[config.mk]
export PLATFORM = sky130hd
export DESIGN_NAME = pinmux_cfg
export DESIGN_NICKNAME = d
export VERILOG_FILES = /design/src/rtl/pinmux_cfg.sv
export SDC_FILE = /design/constraint.sdc
export NUM_CORES = 1
export LEC_CHECK = 0
export ABC_AREA = 1
export CORE_AREA = 3 3 253 255
export DETAILED_ROUTE_END_ITERATION = 10
export DIE_AREA = 0 0 256 258
export GPL_ROUTABILITY_DRIVEN = 0
export GPL_TIMING_DRIVEN = 1
export HOLD_SLACK_MARGIN = 0.12
export PLACE_DENSITY_LB_ADDON = 0.1
export SLEW_MARGIN = 20
export SYNTH_ARGS = -nofsm -noshare
export SYNTH_HDL_FRONTEND = slang
export SYNTH_SLANG_ARGS = --single-unit
[constraint.sdc]
create_clock -name mclk -period 2.34 [get_ports mclk]
set_clock_uncertainty 0.1 [all_clocks]
set_input_delay 0.468 -clock mclk [delete_from_list [all_inputs] [get_ports mclk]]
set_output_delay 0.468 -clock mclk [all_outputs]
set_load 0.02 [all_outputs]
[src/rtl/pinmux_cfg.sv]
// Pad multiplexer with a small register file: per-pad 2-bit function selects, sticky LOCK, pad input status.
// Optional macro PINMUX_IN_SYNC_EN adds a two-flop mclk synchronizer on the pad inputs.
module pinmux_cfg #(
    parameter int                NPIN      = 38,
    parameter logic [2*NPIN-1:0] RESET_SEL = '0
) (
    input  logic              mclk,
    input  logic              h_reset_n,
    input  logic              reg_cs,
    input  logic              reg_wr,
    input  logic [2:0]        reg_addr,
    input  logic [3:0]        reg_be,
    input  logic [31:0]       reg_wdata,
    output logic [31:0]       reg_rdata,
    output logic              reg_ack,
    input  logic [4*NPIN-1:0] func_out,
    input  logic [4*NPIN-1:0] func_oe_n,
    output logic [4*NPIN-1:0] func_in,
    input  logic [NPIN-1:0]   io_in,
    output logic [NPIN-1:0]   io_out,
    output logic [NPIN-1:0]   io_oeb
);

    typedef enum logic {
        S_IDLE = 1'b0,
        S_ACK  = 1'b1
    } state_t;

    state_t            r_state;
    state_t            w_next;
    logic [2*NPIN-1:0] r_sel;
    logic [2*NPIN-1:0] w_sel_wr;
    logic              r_lock;
    logic [31:0]       r_rdata;
    logic [31:0]       w_rdata;
    logic [127:0]      w_sel_pad;
    logic [63:0]       w_in_pad;
    logic [NPIN-1:0]   w_io_in_s;

`ifdef PINMUX_IN_SYNC_EN
    logic [NPIN-1:0] r_sync1;
    logic [NPIN-1:0] r_sync2;

    always_ff @(posedge mclk) begin
        if (!h_reset_n) begin
            r_sync1 <= '0;
            r_sync2 <= '0;
        end else begin
            r_sync1 <= io_in;
            r_sync2 <= r_sync1;
        end
    end

    assign w_io_in_s = r_sync2;
`else
    assign w_io_in_s = io_in;
`endif

    always_comb begin
        w_next = r_state;
        case (r_state)
            S_IDLE:  if (reg_cs) w_next = S_ACK;
            S_ACK:   w_next = S_IDLE;
            default: w_next = S_IDLE;
        endcase
    end

    // Zero-extended views so pads beyond NPIN read back as 0.
    always_comb begin
        w_sel_pad = '0;
        w_sel_pad[2*NPIN-1:0] = r_sel;
        w_in_pad = '0;
        w_in_pad[NPIN-1:0] = w_io_in_s;
    end

    always_comb begin
        w_rdata = '0;
        case (reg_addr)
            3'd0, 3'd1, 3'd2, 3'd3: w_rdata = w_sel_pad[{reg_addr[1:0], 5'b0} +: 32];
            3'd4:    w_rdata = {31'b0, r_lock};
            3'd5:    w_rdata = w_in_pad[31:0];
            3'd6:    w_rdata = w_in_pad[63:32];
            default: w_rdata = '0;
        endcase
    end

    always_comb begin
        w_sel_wr = r_sel;
        for (int i = 0; i < 2*NPIN; i++) begin
            if (reg_addr[1:0] == 2'(i / 32) && reg_be[(i % 32) / 8])
                w_sel_wr[i] = reg_wdata[i % 32];
        end
    end

    always_ff @(posedge mclk) begin
        if (!h_reset_n) begin
            r_state <= S_IDLE;
            r_sel   <= RESET_SEL;
            r_lock  <= 1'b0;
            r_rdata <= '0;
        end else begin
            r_state <= w_next;
            if (r_state == S_IDLE && reg_cs) begin
                r_rdata <= reg_wr ? 32'd0 : w_rdata;
                if (reg_wr) begin
                    if (reg_addr < 3'd4 && !r_lock)
                        r_sel <= w_sel_wr;
                    if (reg_addr == 3'd4 && reg_wdata[0])
                        r_lock <= 1'b1;
                end
            end else begin
                r_rdata <= '0;
            end
        end
    end

    assign reg_ack   = (r_state == S_ACK);
    assign reg_rdata = r_rdata;

    // Pad path is purely combinational from the select registers.
    always_comb begin
        io_out  = '0;
        io_oeb  = '1;
        func_in = '0;
        for (int p = 0; p < NPIN; p++) begin
            if (r_sel[2*p +: 2] != 2'd0) begin
                io_out[p] = func_out[4*p + int'(r_sel[2*p +: 2])];
                io_oeb[p] = func_oe_n[4*p + int'(r_sel[2*p +: 2])];
            end
            func_in[4*p + int'(r_sel[2*p +: 2])] = w_io_in_s[p];
        end
    end

endmodule

### Word-level counts from Yosys, hierarchy flattened

Index checks and enable logic that the tools add are counted.

* register bits: 110
* latch bits: 0
* RAM bits: 0
* bits in read-only memories: 0
* input bits: 385
* logic and storage cells: 663
* memories: 0

* add/sub/neg operators: 37
* multipliers: 0
* divide/modulo/power cells: 0
* order comparisons: 77
* eq/ne operators: 8
* shift operators: 1
* mux-type cells: 418
* bitwise operators: 4
* reductions and logical operators: 105

Operator list (count)
* 152-bit bitwise mux: 37
* 1-bit binary-select mux with 8-bit select: 74
* 1-bit demux with 8-bit select: 37
* 1-bit two-way mux: 265
* 152-bit by 4-bit bitwise AND with 152-bit output: 1
* 8-bit by 9-bit < comparator with 1-bit output (second input constant): 16
* 7-bit by 2-bit adder with 8-bit output (first input constant): 16
* 8-bit by 1-bit greater-or-equal comparator with 1-bit output (second input constant): 16
* 32-bit case mux with 4 select lines: 1
* 128-bit by 8-bit indexed part select with 32-bit output: 1
* 2-bit nonzero test: 38
* 7-bit by 9-bit < comparator with 1-bit output (second input constant): 8
* 6-bit by 2-bit adder with 7-bit output (first input constant): 8
* 7-bit by 1-bit greater-or-equal comparator with 1-bit output (second input constant): 8
* 8-bit by 2-bit adder with 9-bit output (first input constant): 6
* 9-bit by 1-bit greater-or-equal comparator with 1-bit output (second input constant): 6
* 9-bit < comparator (second input constant): 6
* 1-bit logical AND: 51
* 4-bit AND reduction: 10
* 6-bit by 9-bit < comparator with 1-bit output (second input constant): 4
* 5-bit by 2-bit adder with 6-bit output (first input constant): 4
* 6-bit by 1-bit greater-or-equal comparator with 1-bit output (second input constant): 4
* 5-bit by 9-bit < comparator with 1-bit output (second input constant): 2
* 4-bit by 2-bit adder with 5-bit output (first input constant): 2
* other kinds (22): 29

### Logic depth before layout (Yosys ltp)

* depth after elaboration: 42
* mapped depth: 8

### Worst setup path before layout

OpenSTA, ideal clock, no wires.

* kind: register to output
* start: register r_sel[7]
* end: output port func_in[15]
* arrival time: 1.142 ns
* path slack: 0.630 ns
* stages on the path, launching flop included: 4
* path buffers: 1
* cells stage by stage: dfxtp_1 > clkbuf_1 > inv_1 > nor3_1

* longest elaborated chain between the ends: 40
* elaborated cells on any way between the ends: 41

Ends and longest elaborated chain
* start, declared: RTL line 31 `logic [2*NPIN-1:0] r_sel;`
* start signal, assigned: RTL line 107 `r_sel <= w_sel_wr;`
* 4-bit by 2-bit adder with 5-bit output *: RTL line 130 `func_in[4*p + int'(r_sel[2*p +: 2])] = w_io_in_s[p];`
* 5-bit by 9-bit < comparator with 1-bit output (implied by the code) / 5-bit by 1-bit greater-or-equal comparator with 1-bit output (equally long branches): RTL line 130
* 1-bit logical AND (implied by the code): RTL line 130
* 1-bit two-way mux (implied by the code): RTL line 130
* 1-bit demux with 8-bit select *: RTL line 130
* 152-bit bitwise mux * (35 in series): RTL line 130
* end, declared: RTL line 18 `output logic [4*NPIN-1:0] func_in,`

Every way passes the cells marked *; elsewhere a longest branch is shown, timed or not.

### Final worst setup path

* start: input port func_out[25]
* end: output port io_out[6]

* longest elaborated chain between the ends: 4

Ends and longest elaborated chain
* start, declared: RTL line 16 `input logic [4*NPIN-1:0] func_out,`
* 1-bit binary-select mux with 8-bit select: RTL line 127 `io_out[p] = func_out[4*p + int'(r_sel[2*p +: 2])];`
* 1-bit two-way mux (implied by the code) (2 in series): RTL line 127
* 1-bit two-way mux: RTL line 126 `if (r_sel[2*p +: 2] != 2'd0) begin`
* end, declared: RTL line 20 `output logic [NPIN-1:0] io_out,`

Every way passes these cells. The select of a mux whose other input is x is not followed.

==> impl_metrics.tcl <==
set metrics [dict create \
    crit_slowest_cell "clkdlybuf4s50_1" \
    p_leak_nw 6.29 \
    crit_path_end_kind "primary output" \
    ios 646 \
    die_h_um 258 \
    syn_inst 1259 \
    nFillCells 7070 \
    placed_cell_area_um2 14700 \
    wire_per_inst_um 19.0 \
    critPathLaunchType "primary input" \
    hold_class "reg2reg" \
    switching_share 0.298 \
    ant_nets 0 \
    crit_chain "clkdlybuf4s50_1 > nand3_1 > nand3_1 > clkdlybuf4s50_1" \
    final_common_cell "clkdlybuf4s50_1" \
    start_util 0.120 \
    post-route-min-period_ns 2.29 \
    antenna_found_initial 7 \
    hpwl_um 42900 \
    worst_path_largest_cell_delay_ns 0.63 \
    synth_top_area_frac 0.296 \
    vias_per_cell 4.03 \
    final_cell_area_um2 14900 \
    multi_input_area_um2 4380 \
    wl_um 51400 \
    tritoncts "yes" \
    relSlewSlack 0.679 \
    finalSetupViolCount 0 \
    status "complete, no violations" \
    synth.top_cells.by_area "dfxtp_1, nand3_1, nor3_1, nand2_1, o21ai_0" \
    ys_seq_elements 110 \
    path_clk_slew_ns 0.09 \
    grt_pass1_vias 10900 \
    synth_area_per_cell_um2 5.91 \
    clkSinkCount 110 \
    cts.path.max_buffers 2 \
    fin_ws_ns 0.0518 \
    path_class "in2out" \
    dr.pass1.iters 5 \
    fin_nets 2251 \
    port_buffers 569 \
    place_ws_ns -0.199 \
    via_count 10900 \
    yosys.cell_types.count 20 \
    cts_max_level 3 \
    synth.cell_area_um2 7440 \
    postCtsHoldBufs 0 \
    layout_common_cells "clkdlybuf4s50_1, nand3_1, dlygate4sd2_1, nand2_1, nor3_1" \
    row_count 91 \
    root_buffer "clkbuf_16" \
    dieWidth_um 256 \
    p_int_mw 3.34 \
    hold_viol_final 0 \
    yosysWarningCount 0 \
    core_um2 61800 \
    final_core_util 0.241 \
    slew_violations 0 \
    syn_to_final_growth_pct 100 \
    power_density_nw_per_um2 320 \
    critPathRequiredTime_ns 1.77 \
    clock_power_share 0.346 \
    synth_top_area_cell "dfxtp_1" \
    finalSetupTns_ns 0 \
    track_usage 0.148 \
    maxCapViolations 0 \
    peakVddDrop_mv 0.303 \
    die_area_um2 66000 \
    cts_made_buffers 9 \
    p_comb_frac 0.254 \
    switchingPower_mw 1.42 \
    cp_data_arrival_time_ns 1.72 \
    drc 0 \
    drt-initial-drc-count 627 \
    synth_fp_nets 1644 \
    grt_setup_unrepaired "false" \
    pwr-share-seq 0.400 \
    grt_remaining_overflow 0 \
    drive_above_1_share 0.106 \
    layout_worst_path_cycle_share 0.978 \
    grt_pass1_wl_um 73600 \
    worst-slew-pin-transition_ns 0.481 \
    grt_max_degree 33 \
    ys_seq_area_frac 0.296 \
    regArea_um2 2240 \
    critPathMaxFanout 1 \
    max_freq_mhz 437 \
    clock_latency_ns 0.38 \
]
==> cells in the mapped netlist <==
cell type / n
nor2_8: 1
buf_1: 2
inv_2: 8
nor2_2: 6
nor2_1: 91
buf_6: 2
nand2_2: 11
nand2_1: 181
clkbuf_1: 60
inv_1: 124
buf_4: 4
nand3_1: 312
a21oi_1: 83
buf_2: 15
dfxtp_1: 110
nand2_4: 1
nor3_1: 147
o21ai_0: 93
nand4_1: 7
clkinv_2: 1
==> flip-flops by register name, indices dropped and copies added (netlist names) <==
register   count
r_lock         1
reg_rdata     32
reg_ack        1
r_sel         76
==> cell type report <==
cell class                      count  area share
Timing Repair Buffer              679       0.432
Clock inverter                      4     0.00202
Sequential cell                   110       0.151
Inverter                          133      0.0336
Tap cell                          837      0.0703
Antenna cell                        2    0.000336
Clock buffer                       12      0.0172
Multi-Input combinational cell    933       0.294
==> power by group through the flow <==
stage / registers (mW) / clock network [mW] / logic [mW]
global route: 1.91 / 1.78 / 1.31
detailed placement: 1.95 / 0 / 1.27
finish: 1.91 / 1.65 / 1.21
global placement: 1.95 / 0 / 1.27
CTS: 1.91 / 1.73 / 1.24
floorplan: 1.95 / 0 / 0.349
==> worst paths after layout <==
| kind | startpoint | to | slack (ns) | cells past startpoint |
|---|---|---|---|---|
| setup / recovery | func_out[25] | io_out[6] | 0.05 | 4 |
| hold / removal | r_lock | r_lock | 0.40 | 2 |
| setup reg to reg | reg_ack | r_sel[31] | 0.67 | 8 |
| hold reg to reg | r_lock | r_lock | 0.40 | 2 |
==> metal layers <==
layer  vias to the layer above  routed length [um]  global-route usage
met5                         -                  53                   0
met4                         8                 925              0.0377
met3                        44                3090              0.0376
met2                       385               25100               0.259
met1                      5020               22300               0.182
li1                       5465                   -                   -
==> stage by stage <==
step | cells | hold WS, ns | power [mW]
global placement | 2692 | 0.389 | 3.22
finish | 2710 | 0.403 | 4.76
CTS | 2708 | 0.406 | 4.87
floorplan | 1259 | 0.368 | 2.29
global route | 2709 | 0.416 | 4.99
detailed placement | 2692 | 0.392 | 3.22
==> critical path, delay by kind of cell <==
| kind | cells | cell delay (ns) |
|---|---|---|
| and+or+nand+nor | 2 | 0.15 |
| buffers and inverters | 2 | 1.09 |
==> kinds of logic after synthesis <==
group | Yosys count | synth area share
and+or+nand+nor | 757 | 0.470
buffers and inverters | 216 | 0.116
AOI/OAI and AO/OA | 176 | 0.118
DFF | 110 | 0.296
==> what timing repair did <==
action / in CTS / in global routing
gates cloned: 0 / 0
resized for setup: 217 / 34
endpoints found under the setup margin: 206 / 34
setup buffers: 0 / 0
Power figures use the tool's default switching activity.
